$ cat src/rtl/sdram_port_arbiter.sv
// sdram_port_arbiter: shares one 8-bit SDRAM transaction port between the boot
// loader, the video fetch and the CPU. Fixed priority boot > vid > cpu, a CPU
// starvation guard, and a watchdog that aborts transactions the controller never acks.
module sdram_port_arbiter #(
  parameter int unsigned STARVE_MAX = 4,
  parameter int unsigned TIMEOUT    = 31,
  parameter logic [6:0]  VID_PAGE   = 7'h02
) (
  input  logic        clk_sys,
  input  logic        RESET_n,
  input  logic        boot_req,
  input  logic [22:0] boot_addr,
  input  logic [1:0]  boot_bank,
  input  logic [7:0]  boot_din,
  output logic        boot_ack,
  input  logic        vid_req,
  input  logic [15:0] vid_addr,
  output logic        vid_ack,
  output logic [7:0]  vid_dout,
  input  logic        cpu_req,
  input  logic        cpu_we,
  input  logic [22:0] cpu_addr,
  input  logic [1:0]  cpu_bank,
  input  logic [7:0]  cpu_din,
  output logic        cpu_ack,
  output logic [7:0]  cpu_dout,
  output logic        mem_req,
  output logic        mem_we,
  output logic [22:0] mem_addr,
  output logic [1:0]  mem_bank,
  output logic [7:0]  mem_din,
  input  logic        mem_ack,
  input  logic [7:0]  mem_dout,
  output logic        err
);

  localparam int unsigned SW = $clog2(STARVE_MAX + 1);
  localparam int unsigned WW = $clog2(TIMEOUT + 1);

  typedef enum logic [1:0] {S_IDLE, S_ISSUE, S_DONE} state_t;
  typedef enum logic [1:0] {W_NONE, W_BOOT, W_VID, W_CPU} owner_t;

  state_t        state, state_d;
  owner_t        owner, owner_d, grant;
  logic [SW-1:0] starve, starve_d;
  logic [WW-1:0] wdog, wdog_d;
  logic          starve_full;
  logic          finish;
  logic [7:0]    rd_data;

  logic          mem_req_d, mem_we_d;
  logic [22:0]   mem_addr_d;
  logic [1:0]    mem_bank_d;
  logic [7:0]    mem_din_d;
  logic          boot_ack_d, vid_ack_d, cpu_ack_d;
  logic [7:0]    vid_dout_d, cpu_dout_d;
  logic          err_d;

  assign starve_full = (starve == SW'(STARVE_MAX));

  // Next-state, grant selection, watchdog and completion handling
  always_comb begin
    state_d    = state;
    owner_d    = owner;
    starve_d   = starve;
    wdog_d     = wdog;
    mem_req_d  = mem_req;
    mem_we_d   = mem_we;
    mem_addr_d = mem_addr;
    mem_bank_d = mem_bank;
    mem_din_d  = mem_din;
    boot_ack_d = 1'b0;
    vid_ack_d  = 1'b0;
    cpu_ack_d  = 1'b0;
    vid_dout_d = vid_dout;
    cpu_dout_d = cpu_dout;
    err_d      = err;
    grant      = W_NONE;
    finish     = 1'b0;
    rd_data    = mem_ack ? mem_dout : 8'hFF;

    case (state)
      S_IDLE: begin
        if (boot_req)                    grant = W_BOOT;
        else if (cpu_req && starve_full) grant = W_CPU;
        else if (vid_req)                grant = W_VID;
        else if (cpu_req)                grant = W_CPU;

        if (grant != W_NONE) begin
          state_d   = S_ISSUE;
          owner_d   = grant;
          wdog_d    = '0;
          mem_req_d = 1'b1;
        end

        case (grant)
          W_BOOT: begin
            mem_addr_d = boot_addr;
            mem_bank_d = boot_bank;
            mem_din_d  = boot_din;
            mem_we_d   = 1'b1;
          end
          W_VID: begin
            mem_addr_d = {VID_PAGE, vid_addr};
            mem_bank_d = 2'b00;
            mem_din_d  = 8'h00;
            mem_we_d   = 1'b0;
          end
          W_CPU: begin
            mem_addr_d = cpu_addr;
            mem_bank_d = cpu_bank;
            mem_din_d  = cpu_din;
            mem_we_d   = cpu_we;
          end
          default: ;
        endcase

        // A boot grant with the CPU waiting leaves the starvation count alone
        if (grant == W_VID && cpu_req) begin
          if (!starve_full) starve_d = starve + SW'(1);
        end else if (grant == W_CPU || (grant != W_NONE && !cpu_req)) begin
          starve_d = '0;
        end
      end

      S_ISSUE: begin
        // mem_ack on the final watchdog cycle still counts as a normal completion
        if (mem_ack) begin
          finish = 1'b1;
        end else if (wdog == WW'(TIMEOUT - 1)) begin
          finish = 1'b1;
          err_d  = 1'b1;
        end else begin
          wdog_d = wdog + WW'(1);
        end

        if (finish) begin
          mem_req_d = 1'b0;
          state_d   = S_DONE;
          case (owner)
            W_BOOT: boot_ack_d = 1'b1;
            W_VID: begin
              vid_ack_d  = 1'b1;
              vid_dout_d = rd_data;
            end
            W_CPU: begin
              cpu_ack_d = 1'b1;
              if (!mem_we) cpu_dout_d = rd_data;
            end
            default: ;
          endcase
        end
      end

      S_DONE: state_d = S_IDLE;

      default: state_d = S_IDLE;
    endcase
  end

  // State and output registers with synchronous active-low reset
  always_ff @(posedge clk_sys) begin
    if (!RESET_n) begin
      state    <= S_IDLE;
      owner    <= W_NONE;
      starve   <= '0;
      wdog     <= '0;
      mem_req  <= 1'b0;
      mem_we   <= 1'b0;
      mem_addr <= '0;
      mem_bank <= '0;
      mem_din  <= '0;
      boot_ack <= 1'b0;
      vid_ack  <= 1'b0;
      cpu_ack  <= 1'b0;
      vid_dout <= 8'hFF;
      cpu_dout <= 8'hFF;
      err      <= 1'b0;
    end else begin
      state    <= state_d;
      owner    <= owner_d;
      starve   <= starve_d;
      wdog     <= wdog_d;
      mem_req  <= mem_req_d;
      mem_we   <= mem_we_d;
      mem_addr <= mem_addr_d;
      mem_bank <= mem_bank_d;
      mem_din  <= mem_din_d;
      boot_ack <= boot_ack_d;
      vid_ack  <= vid_ack_d;
      cpu_ack  <= cpu_ack_d;
      vid_dout <= vid_dout_d;
      cpu_dout <= cpu_dout_d;
      err      <= err_d;
    end
  end

endmodule
$ cat config.mk
export PLATFORM = sky130hd
export DESIGN_NAME = sdram_port_arbiter
export DESIGN_NICKNAME = d
export VERILOG_FILES = /design/src/rtl/sdram_port_arbiter.sv
export SDC_FILE = /design/constraint.sdc
export NUM_CORES = 1
export LEC_CHECK = 0
export CELL_PAD_IN_SITES_DETAIL_PLACEMENT = 1
export CELL_PAD_IN_SITES_GLOBAL_PLACEMENT = 1
export CORE_MARGIN = 2
export CORE_UTILIZATION = 45
export DETAILED_ROUTE_END_ITERATION = 10
export DONT_BUFFER_PORTS = 1
export PLACE_DENSITY_LB_ADDON = 0.1
export SYNTH_ARGS = -nofsm -noshare
export SYNTH_HDL_FRONTEND = slang
export SYNTH_SLANG_ARGS = --single-unit
export TNS_END_PERCENT = 20
$ cat constraint.sdc
create_clock -name clk_sys -period 2.15 [get_ports clk_sys]
set_clock_uncertainty 0.1 [all_clocks]
set_input_delay 0.3225 -clock clk_sys [delete_from_list [all_inputs] [get_ports clk_sys]]
set_output_delay 0.3225 -clock clk_sys [all_outputs]
set_load 0.05 [all_outputs]
==> results.md, run 1 <==
Critical path
- state[0] — reg-to-reg startpoint
- register — Setup crit start kind
- 35 — biggest fanout along the worst timing path
- mem_req — endpoint of the worst register-to-register path
- 3 — Worst R2R Path Depth
- 0.15 ns — slack of the worst reg-to-reg path
- 2.15 ns — worst path arrival time
- reg -> reg — category of the critical setup timing path
- register — Critical Path Sink Type
- 2.30 ns — CP required

CTS
- 67 — number of sinks driven by the clock tree
- 0.08 ns — register clock-pin slew on the reported worst setup and hold paths
- sky130_fd_sc_hd__clkbuf_8 — clock root cell
- 9 — CTS Buf Count
- yes — CTS tree
- 3 — H-tree depth
- 2 — number of buffers between clock root and the deepest sink
- 0.33 ns — Clock Latency Late Sink

GRT
- 67 — maximum number of pins on one net before global-route repair
- 0.212 — Overall Global Routing Usage
- 0 — Congestion Overflow GR
- 12,500 um — wire length of the first global-routing pass
- 0 — antenna violations before repair
- 2,432 — vias in the first global route

Synthesis
- 0.438 — portion of synthesized cell area occupied by the leading cell type
- 0.438 — proportion of synthesized chip area in sequential cells
- 42 — Distinct cells, synth
- 9.37 um^2 — Syn Area/Cell
- 0 — count of flip-flops with a built-in enable after synthesis
- 428 — net count after synthesis
- sky130_fd_sc_hd__dfxtp_1 — biggest area consumer among synthesized cells
- sky130_fd_sc_hd__dfxtp_1 — most used flip-flop cell after synthesis
- sky130_fd_sc_hd__dfxtp_1, sky130_fd_sc_hd__a221oi_2, sky130_fd_sc_hd__o21ai_0, sky130_fd_sc_hd__nor2_1, sky130_fd_sc_hd__a21oi_1 — cell types with the largest area share after synthesis
- 0 — Post-synth ARST share
- 3070 um^2 — Cell Area, Synth
- 327 — cell count after synthesis
- sky130_fd_sc_hd__dfxtp_1, sky130_fd_sc_hd__nor2_1, sky130_fd_sc_hd__o21ai_0, sky130_fd_sc_hd__nand2_1 — top cells by instance count after synthesis
- sky130_fd_sc_hd__dfxtp_1 — most common cell in the netlist
- 67 — count of state elements after synthesis
- 0 — Synth warnings

Die
- 86.5 um — die width
- 0.459 — effective utilization at floorplan
- 30 — site row count
- 6680 um^2 — area inside the core boundary
- 7490 um^2 — area enclosed by the die boundary
- 152 — top-level port count
- 86.5 um — Chip Height

STA
- 0.929 — share of the cycle needed by the critical path after routing
- 0 — Final Hold Vio Count
- 0.152 ns — worst-case setup margin in the final layout
- 0.216 — worst relative slew slack
- 0 ns — total negative setup slack
- 0.501 GHz — fmax
- 0 — max-slew violation total from the final report
- false — setup repair after global routing missed its margin
- 0 — count of final setup violators
- 2.00 ns — final critical delay including setup and external delays
- 1.17 ns — slew at the pin with the worst max-slew slack

Place
- 0.115 ns — setup slack after placement
- 5330 um — half-perimeter wire length after detailed placement
- 0 — buffers added on ports
- 388 — placed insts
- 0.729 — gp weighted congestion

Cells and area
- 8.57% — area grow syn2layout
- 423 — Nets
- 0.177 — fraction of layout cells with a size suffix above 1
- 0 — # diodes
- 776 — Filler cells
- 407 — final cell count without fillers

Detailed routing
- 0 — DRC viols
- 8020 um — wire length after detailed routing
- 0 — number of nets with antenna violations after routing
- 6.03 — Via-to-Cell Ratio
- 19.7 um — average wire per standard cell
- 4 — number of search-and-repair iterations in the first detailed-routing pass
- 94 — First DRT Iteration DRCs
- 2,456 — Via Count

Flow run
- 0 — max-cap check violation count

Pwr
- 421 uV — maximum resistive drop on vdd
- 884 nW/um^2 — power density over the cells
- 1.25 nW — leakage power of the design

Worst hold path
- vid_addr[4] — hold_sp
- in -> reg — Hold WC Path Type
- mem_addr[4] — sink of the worst hold path
- 2 — Hold Path Cell Cnt

Run status
- finished clean — run status

==> critical path, stage by stage (launching register included) <==
cell	delay, ns
sky130_fd_sc_hd__dfxtp_1	0.40
sky130_fd_sc_hd__nor3_4	0.98
sky130_fd_sc_hd__o21ai_0	0.25
sky130_fd_sc_hd__nor2_1	0.19
==> registers in the layout, indices dropped and copies added (netlist names), 2 cells and up <==
register / flops
owner: 2
mem_din: 8
cpu_dout: 8
mem_addr: 23
state: 2
wdog: 5
starve: 3
mem_bank: 2
vid_dout: 8
==> power by group <==
group	switching, mW	total (mW)	internal (mW)
clock network	0.486	0.935	0.450
registers	0.334	1.66	1.33
logic	0.195	0.347	0.151
total	1.01	2.94	1.93
==> routing by layer <==
layer,track usage,up-vias,wire (um),share of wire
met5,0,-,0,0
met4,0.0724,0,84,0.010
met3,0.0619,8,622,0.078
met2,0.348,96,3890,0.49
met1,0.267,1173,3420,0.43
li1,-,1179,-,-
==> metrics by stage <==
stage          total power, mW  utilization  area [um^2]  hold WS (ns)
5_1_grt                   3.09        0.498         3330       0.00631
6_report                  2.94        0.498         3330        0.0201
3_5_place_dp              2.04        0.468         3130         0.350
3_3_place_gp              2.02        0.468         3130         0.346
2_1_floorplan             1.97            -         3070         0.346
4_1_cts                   2.98        0.496         3310       0.00439
==> layout make-up <==
cell class / instances / area, um^2 / share of cell area
Multi-Input combinational cell: 228 / 1590 / 0.477
Sequential cell: 67 / 1340 / 0.403
Clock buffer: 10 / 138 / 0.0414
Tap cell: 80 / 100 / 0.0301
Timing Repair Buffer: 9 / 95.1 / 0.0286
Clock inverter: 6 / 40.0 / 0.0120
Inverter: 7 / 26.3 / 0.00789
==> placed cells by master, fill, tap and decap left out, types with 2 or more instances in the layout <==
| cell | n |
|---|---|
| sky130_fd_sc_hd__clkbuf_8 | 10 |
| sky130_fd_sc_hd__buf_12 | 2 |
| sky130_fd_sc_hd__a21boi_0 | 2 |
| sky130_fd_sc_hd__dfxtp_1 | 67 |
| sky130_fd_sc_hd__nor3_1 | 2 |
| sky130_fd_sc_hd__nand2_1 | 29 |
| sky130_fd_sc_hd__buf_4 | 6 |
| sky130_fd_sc_hd__nor3b_1 | 11 |
| sky130_fd_sc_hd__inv_1 | 7 |
| sky130_fd_sc_hd__a221oi_1 | 6 |
| sky130_fd_sc_hd__ha_1 | 4 |
| sky130_fd_sc_hd__nor2b_1 | 8 |
| sky130_fd_sc_hd__a221oi_2 | 26 |
| sky130_fd_sc_hd__clkinv_2 | 3 |
| sky130_fd_sc_hd__o21ai_0 | 35 |
| sky130_fd_sc_hd__a21oi_1 | 26 |
| sky130_fd_sc_hd__mux2i_1 | 10 |
| sky130_fd_sc_hd__nand3b_1 | 2 |
| sky130_fd_sc_hd__nand2b_1 | 3 |
| sky130_fd_sc_hd__nor2_1 | 35 |
| sky130_fd_sc_hd__o22ai_1 | 3 |
| sky130_fd_sc_hd__and2_1 | 2 |
| sky130_fd_sc_hd__xor2_1 | 2 |
| sky130_fd_sc_hd__nand3_1 | 3 |
==> timing repair <==
item	in CTS	in global routing
setup endpoints to repair	0	8
resized for setup	0	0
buffers inserted	0	2
hold buffers	1	0
endpoints found under the hold margin	1	0
==> logic make-up after synthesis <==
kind of cell,after synthesis,share of synthesized area
AOI/OAI and AO/OA,107,0.282
and+or+nand+nor,105,0.176
DFF,67,0.438
xor gates and xnor gates,2,0.00572
muxes,10,0.0327
adders and majority gates,4,0.0163
buffers and inverters,32,0.0494
==> how the worst max path moves through the flow <==
stage	startpoint	end	slack, ns	cells after the start
floorplan	starve[0]	mem_addr[2]	0.35	8
global placement	state[0]	mem_req	0.13	3
detailed placement	state[0]	mem_req	0.12	3
CTS	state[0]	mem_req	0.09	3
global route	state[0]	mem_req	0.007	3
finish	state[0]	mem_req	0.15	3
No activity file was read; power rests on OpenSTA's default activity.
==> run 2: changes to the inputs <==
Settings changed: CORE_UTILIZATION 45 to 29, DONT_BUFFER_PORTS 1 to default.
==> run 2 against run 1 <==
Effect of this change: sequential power shrank 17%; combinational power grew to 3.0 times the previous value; largest power group unchanged; fmax shrank 0.89%; routed wire length grew 29%; sequential share of layout area shrank 13 points.
==> results.md, run 2 (synthesis results as in run 1) <==
Run status
- finished clean — run status

Pwr
- 1.89 nW — leakage power of the design, +51%
- 2.19 mW — Internal Dissipation, +14%
- 269 uV — maximum resistive drop on vdd, -36%
- 0.345 — Net Sw Frac, about the same
- 670 nW/um^2 — power density over the cells, -24%
- 0.414 — sequential cell fraction of total power, -0.151
- 0.279 — Clk network pwr share, -0.039
- 1.15 mW — sw power, +14%
- 0.307 — combinational cell fraction of total power, +0.189

Cells and area
- mem_addr — largest reg by FF count
- 23 — flip-flop count of the largest register after layout, unchanged
- 624 — final cell count without fillers, +53%
- 0 — # diodes, unchanged
- sky130_fd_sc_hd__clkdlybuf4s50_1 — commonest non-fill, non-tap cell in the layout
- 0.485 — Core Util, Final, -0.0127
- 584 — Nets, +38%
- sky130_fd_sc_hd__clkdlybuf4s50_1, sky130_fd_sc_hd__dfxtp_1, sky130_fd_sc_hd__o21ai_0, sky130_fd_sc_hd__nor2_1, sky130_fd_sc_hd__nand2_1 — commonest cells after routing, fill and taps aside
- 0.145 — fraction of layout cells with a size suffix above 1, -0.0319
- 62.7% — area grow syn2layout

STA
- 0 ns — total negative setup slack, unchanged
- 0.496 GHz — fmax, -0.89%
- 0 — count of final setup violators, unchanged
- 0.636 — worst relative slew slack, +0.420
- 2.02 ns — final critical delay including setup and external delays, +0.0179 ns
- 0 — max-slew violation total from the final report, unchanged
- 0.937 — share of the cycle needed by the critical path after routing, +0.00832
- 0.353 ns — smallest hold slack, +0.333 ns
- false — setup repair after global routing missed its margin
- 0.544 ns — slew at the pin with the worst max-slew slack, -0.628 ns
- 0 — Final Hold Vio Count, unchanged

CTS
- 0 — cts repair resizes, unchanged
- 67 — number of sinks driven by the clock tree, unchanged
- 0 — post-CTS setup repair buffer count, unchanged
- 9 — CTS Buf Count, unchanged
- sky130_fd_sc_hd__clkbuf_8 — clock root cell
- 0.08 ns — register clock-pin slew on the reported worst setup and hold paths, about the same
- 2 — number of buffers between clock root and the deepest sink, unchanged
- yes — CTS tree
- 3 — H-tree depth, unchanged
- 0 — Post-CTS Hold Buffers, -1
- 0.34 ns — Clock Latency Late Sink, about the same

GRT
- 0 — Congestion Overflow GR, unchanged
- 35 — maximum number of pins on one net before global-route repair, -48%
- 0 — antenna violations before repair, unchanged
- 16,400 um — wire length of the first global-routing pass, +31%
- 0.182 — Overall Global Routing Usage, -0.0300
- 3,355 — vias in the first global route, +38%

Worst hold path
- in -> reg — Hold WC Path Type
- 3 — Hold Path Cell Cnt, +1

Die
- 11,400 um^2 — area enclosed by the die boundary, +52%
- 0.298 — effective utilization at floorplan, -0.161
- 37 — site row count, +23%
- 107 um — die width, +23%
- 10,300 um^2 — area inside the core boundary, +54%
- 152 — top-level port count, unchanged
- 107 um — Chip Height, +23%

Detailed routing
- 0 — DRC viols, unchanged
- 3,105 — Via Count, +26%
- 4.98 — Via-to-Cell Ratio, -18%
- 69 — First DRT Iteration DRCs, -27%
- 4 — number of search-and-repair iterations in the first detailed-routing pass, unchanged
- 16.5 um — average wire per standard cell, -16%
- 0 — number of nets with antenna violations after routing, unchanged
- 10,300 um — wire length after detailed routing, +29%

Critical path
- 0.84 ns — CP max stage delay, -0.14 ns
- 3 — biggest fanout along the worst timing path, -91%
- sky130_fd_sc_hd__clkdlybuf4s50_1 — critical-path cell with the highest stage delay
- 0.29 ns — slack of the worst reg-to-reg path, +0.14 ns
- 1.59 ns — worst path arrival time, -0.56 ns
- 1.73 ns — CP required, -0.57 ns
- 7 — Worst R2R Path Depth, +4
- reg -> out — category of the critical setup timing path
- 1 — instance count on the critical path, -2
- output pin — Critical Path Sink Type
- clkdlybuf4s50_1 — critical path cell sequence
- 1 — Crit path buffers/inverters, +1
- buffers and inverters — top cell family by delay on the critical path
- register — Setup crit start kind

Flow run
- 0 — max-cap check violation count, unchanged

Place
- 608 — placed insts, +57%
- 151 — buffers added on ports, +151
- 0.710 — gp weighted congestion, -2.5%
- 7340 um — half-perimeter wire length after detailed placement, +38%

[run 2: cell types whose count changed in the layout (fill, tap and decap cells not counted), moves of 2 or more]
cell	before	now
sky130_fd_sc_hd__buf_12	2	4
sky130_fd_sc_hd__buf_2	0	2
sky130_fd_sc_hd__buf_4	6	15
sky130_fd_sc_hd__clkdlybuf4s50_1	0	149
[run 2: path summary, 6_finish.rpt]
path | startpoint | endpoint
worst min register to register | mem_addr[17] | mem_addr[17]
worst max register to register | starve[0] | mem_addr[15]
worst min-delay path | RESET_n | state[1]
worst max-delay path | mem_we | mem_we
[run 2: layout make-up]
class                   count  area, um^2
inverters                   7        26.3
fillers                  1200        5290
flip-flops and latches     67        1340
clock inverters             7        45.0
multi-input cells         228        1590
clock buffers               9         124
repair buffers            170        1690
well taps                 136         170
[run 2: routing by layer]
metal,vias to the layer above,share of wire,track usage
met5,-,0,0
met3,10,0.079,0.0699
met1,1496,0.42,0.198
met2,100,0.49,0.324
met4,0,0.014,0.0622
li1,1499,-,-
[run 2: per-stage QoR]
| step | area [um^2] | power, mW | setup slack (ns) |
|---|---|---|---|
| after CTS | 4990 | 3.40 | 0.0997 |
| after global routing | 4990 | 3.51 | 0.0780 |
| after global placement | 4820 | 2.43 | 0.0347 |
| after floorplan | 3070 | 1.97 | 0.349 |
| final | 4990 | 3.34 | 0.134 |
| after detailed placement | 4820 | 2.44 | -0.00475 |
[run 2: power groups by stage]
stage	clock network [mW]	registers (mW)	logic, mW
detailed placement	0	1.41	1.03
global placement	0	1.41	1.02
floorplan	0	1.67	0.297
global route	1.03	1.39	1.09
finish	0.934	1.38	1.03
CTS	0.979	1.38	1.04
==> run 3: changes to the inputs <==
==> constraint.sdc (replaced) <==
create_clock -name clk_sys -period 2.15 [get_ports clk_sys]
set_clock_uncertainty 0.1 [all_clocks]
set_input_delay 0.5375 -clock clk_sys [delete_from_list [all_inputs] [get_ports clk_sys]]
set_output_delay 0.5375 -clock clk_sys [all_outputs]
set_load 0.05 [all_outputs]
==> run 3 against run 2 <==
Effect of this change: die area unchanged; combinational power about the same; first-iteration DRC count up 78%; hold slack better by 0.0045 ns; routed wire length up 0.50%; sequential power about the same; largest power group unchanged; highest routed layer unchanged.
==> results.md, run 3 (synthesis results as in run 1) <==
Run status
- finished clean — run status

Detailed routing
- 0 — DRC viols, unchanged
- 123 — First DRT Iteration DRCs, +78%
- 16.5 um — average wire per standard cell, -0.29%
- 3,099 — Via Count, -0.19%
- 10,400 um — wire length after detailed routing, +0.50%
- 4 — number of search-and-repair iterations in the first detailed-routing pass, unchanged
- 0 — number of nets with antenna violations after routing, unchanged
- 4.93 — Via-to-Cell Ratio, -0.99%

STA
- 0.970 — share of the cycle needed by the critical path after routing, +0.0321
- 2.08 ns — final critical delay including setup and external delays, +0.0691 ns
- false — setup repair after global routing missed its margin
- 0 — count of final setup violators, unchanged
- 0.358 ns — smallest hold slack, +0.00455 ns
- 0.644 — worst relative slew slack, +0.00770
- 0.0653 ns — worst-case setup margin in the final layout, -0.0691 ns
- 0 — max-slew violation total from the final report, unchanged
- 0 — Final Hold Vio Count, unchanged
- 0.480 GHz — fmax, -3.3%
- 0.534 ns — slew at the pin with the worst max-slew slack, -0.00984 ns

CTS
- yes — CTS tree
- 2 — number of buffers between clock root and the deepest sink, unchanged
- 0 — post-CTS setup repair buffer count, unchanged
- 9 — CTS Buf Count, unchanged
- 67 — number of sinks driven by the clock tree, unchanged
- 3 — H-tree depth, unchanged
- 0.34 ns — Clock Latency Late Sink, about the same
- sky130_fd_sc_hd__clkbuf_8 — clock root cell
- 0 — Post-CTS Hold Buffers, unchanged
- 0.08 ns — register clock-pin slew on the reported worst setup and hold paths, about the same

Critical path
- 1.51 ns — CP required, -0.22 ns
- 1 — Crit path buffers/inverters, unchanged
- clkdlybuf4s50_1 — critical path cell sequence
- 1 — biggest fanout along the worst timing path, -2
- buffers and inverters — top cell family by delay on the critical path
- register — Setup crit start kind
- sky130_fd_sc_hd__clkdlybuf4s50_1 — critical-path cell with the highest stage delay
- reg -> out — category of the critical setup timing path
- 0.79 ns — CP max stage delay, -0.05 ns
- 1.45 ns — worst path arrival time, -0.14 ns
- output pin — Critical Path Sink Type

Place
- 151 — buffers added on ports, unchanged
- -0.215 ns — setup slack after placement, -0.211 ns
- 613 — placed insts, +0.82%
- 0.696 — gp weighted congestion, -2.1%
- 4860 um^2 — placed cell areas, +0.83%
- 7350 um — half-perimeter wire length after detailed placement, +0.11%

Die
- 107 um — Chip Height, unchanged
- 11,400 um^2 — area enclosed by the die boundary, unchanged
- 107 um — die width, unchanged
- 10,300 um^2 — area inside the core boundary, unchanged
- 37 — site row count, unchanged
- 152 — top-level port count, unchanged
- 0.298 — effective utilization at floorplan, unchanged

GRT
- 3,342 — vias in the first global route, -0.39%
- 0.209 — met1 Use GR, +0.0109
- 16,700 um — wire length of the first global-routing pass, +2.0%
- 53 — maximum number of pins on one net before global-route repair, +51%
- 0 — Congestion Overflow GR, unchanged
- 0.186 — Overall Global Routing Usage, +0.00397
- met2 — most used routing layer in global routing
- 0.325 — met2 layer usage reported by global route, +0.000910
- 0 — antenna violations before repair, unchanged
- 0.0717 — met3 track demand over resource, +0.00182

Cells and area
- 0.496 — Core Util, Final, +0.0102
- 589 — Nets, +0.86%
- 0.193 — fraction of layout cells with a size suffix above 1, +0.0472
- 23 — flip-flop count of the largest register after layout, unchanged
- mem_addr — largest reg by FF count
- sky130_fd_sc_hd__clkdlybuf4s50_1, sky130_fd_sc_hd__dfxtp_1, sky130_fd_sc_hd__o21ai_0, sky130_fd_sc_hd__nor2_1, sky130_fd_sc_hd__buf_4 — commonest cells after routing, fill and taps aside
- 5090 um^2 — post-route design area, +2.1%
- 66.2% — area grow syn2layout
- sky130_fd_sc_hd__clkdlybuf4s50_1 — commonest non-fill, non-tap cell in the layout
- 629 — final cell count without fillers, +0.80%
- 0 — # diodes, unchanged

Flow run
- 0 — max-cap check violation count, unchanged

Pwr
- 2.09 nW — leakage power of the design, +11%
- 704 nW/um^2 — power density over the cells, +5.1%
- 286 uV — maximum resistive drop on vdd, +6.2%

Worst hold path
- reg -> reg — Hold WC Path Type

-- run 3: cell types whose count changed in the layout (fill, tap and decap cells not counted) --
cell,previous run,this run
sky130_fd_sc_hd__clkinv_2,4,1
sky130_fd_sc_hd__clkdlybuf4s50_1,149,97
sky130_fd_sc_hd__bufinv_16,0,2
sky130_fd_sc_hd__dlygate4sd2_1,0,19
sky130_fd_sc_hd__buf_12,4,8
sky130_fd_sc_hd__inv_6,0,2
sky130_fd_sc_hd__dlymetal6s2s_1,0,14
sky130_fd_sc_hd__clkinv_4,2,1
sky130_fd_sc_hd__buf_4,15,35
-- run 3: metrics by stage --
step	setup TNS [ns]	total power [mW]
after floorplan	0	1.97
after global placement	-4.23	2.43
after detailed placement	-5.04	2.44
after CTS	0	3.65
after global routing	0	3.76
final	0	3.59
-- run 3: area by class of cell --
cell class	instances	area, um^2
Fill cell	1234	5180
Sequential cell	67	1340
Tap cell	136	170
Timing Repair Buffer	175	1750
Clock inverter	7	98.8
Clock buffer	9	124
Multi-Input combinational cell	228	1590
Inverter	7	26.3
-- run 3: metal layers --
layer  up-vias  share of wire
met2        97           0.50
li1       1514              -
met4         0         0.0070
met1      1484           0.41
met3         4          0.087
met5         -              0
-- run 3: path summary, 6_finish.rpt --
| check | startpoint | to | slack [ns] | cells past startpoint |
|---|---|---|---|---|
| max | vid_ack | vid_ack | 0.07 | 1 |
| min | mem_addr[17] | mem_addr[17] | 0.36 | 2 |
| max reg2reg | starve[0] | mem_addr[11] | 0.29 | 8 |
| min reg2reg | mem_addr[17] | mem_addr[17] | 0.36 | 2 |
-- run 3: tightest hold or removal path: cells and delay by family, from the launching register on --
| family | cells | cell delay, ns |
|---|---|---|
| DFF | 1 | 0.31 |
| AOI/OAI and AO/OA | 1 | 0.05 |
| and+or+nand+nor | 1 | 0.05 |
-- run 3: timing repair --
| item | 4_1_cts | 5_1_grt |
|---|---|---|
| gates resized for setup | 19 | 14 |
| setup endpoints to repair | 19 | 14 |
| pin swaps | 0 | 0 |
-- run 3: power by group --
part           internal (mW)  switching, mW
sequential              1.33         0.0517
combinational          0.431          0.578
clock                  0.661          0.536
total                   2.42           1.17
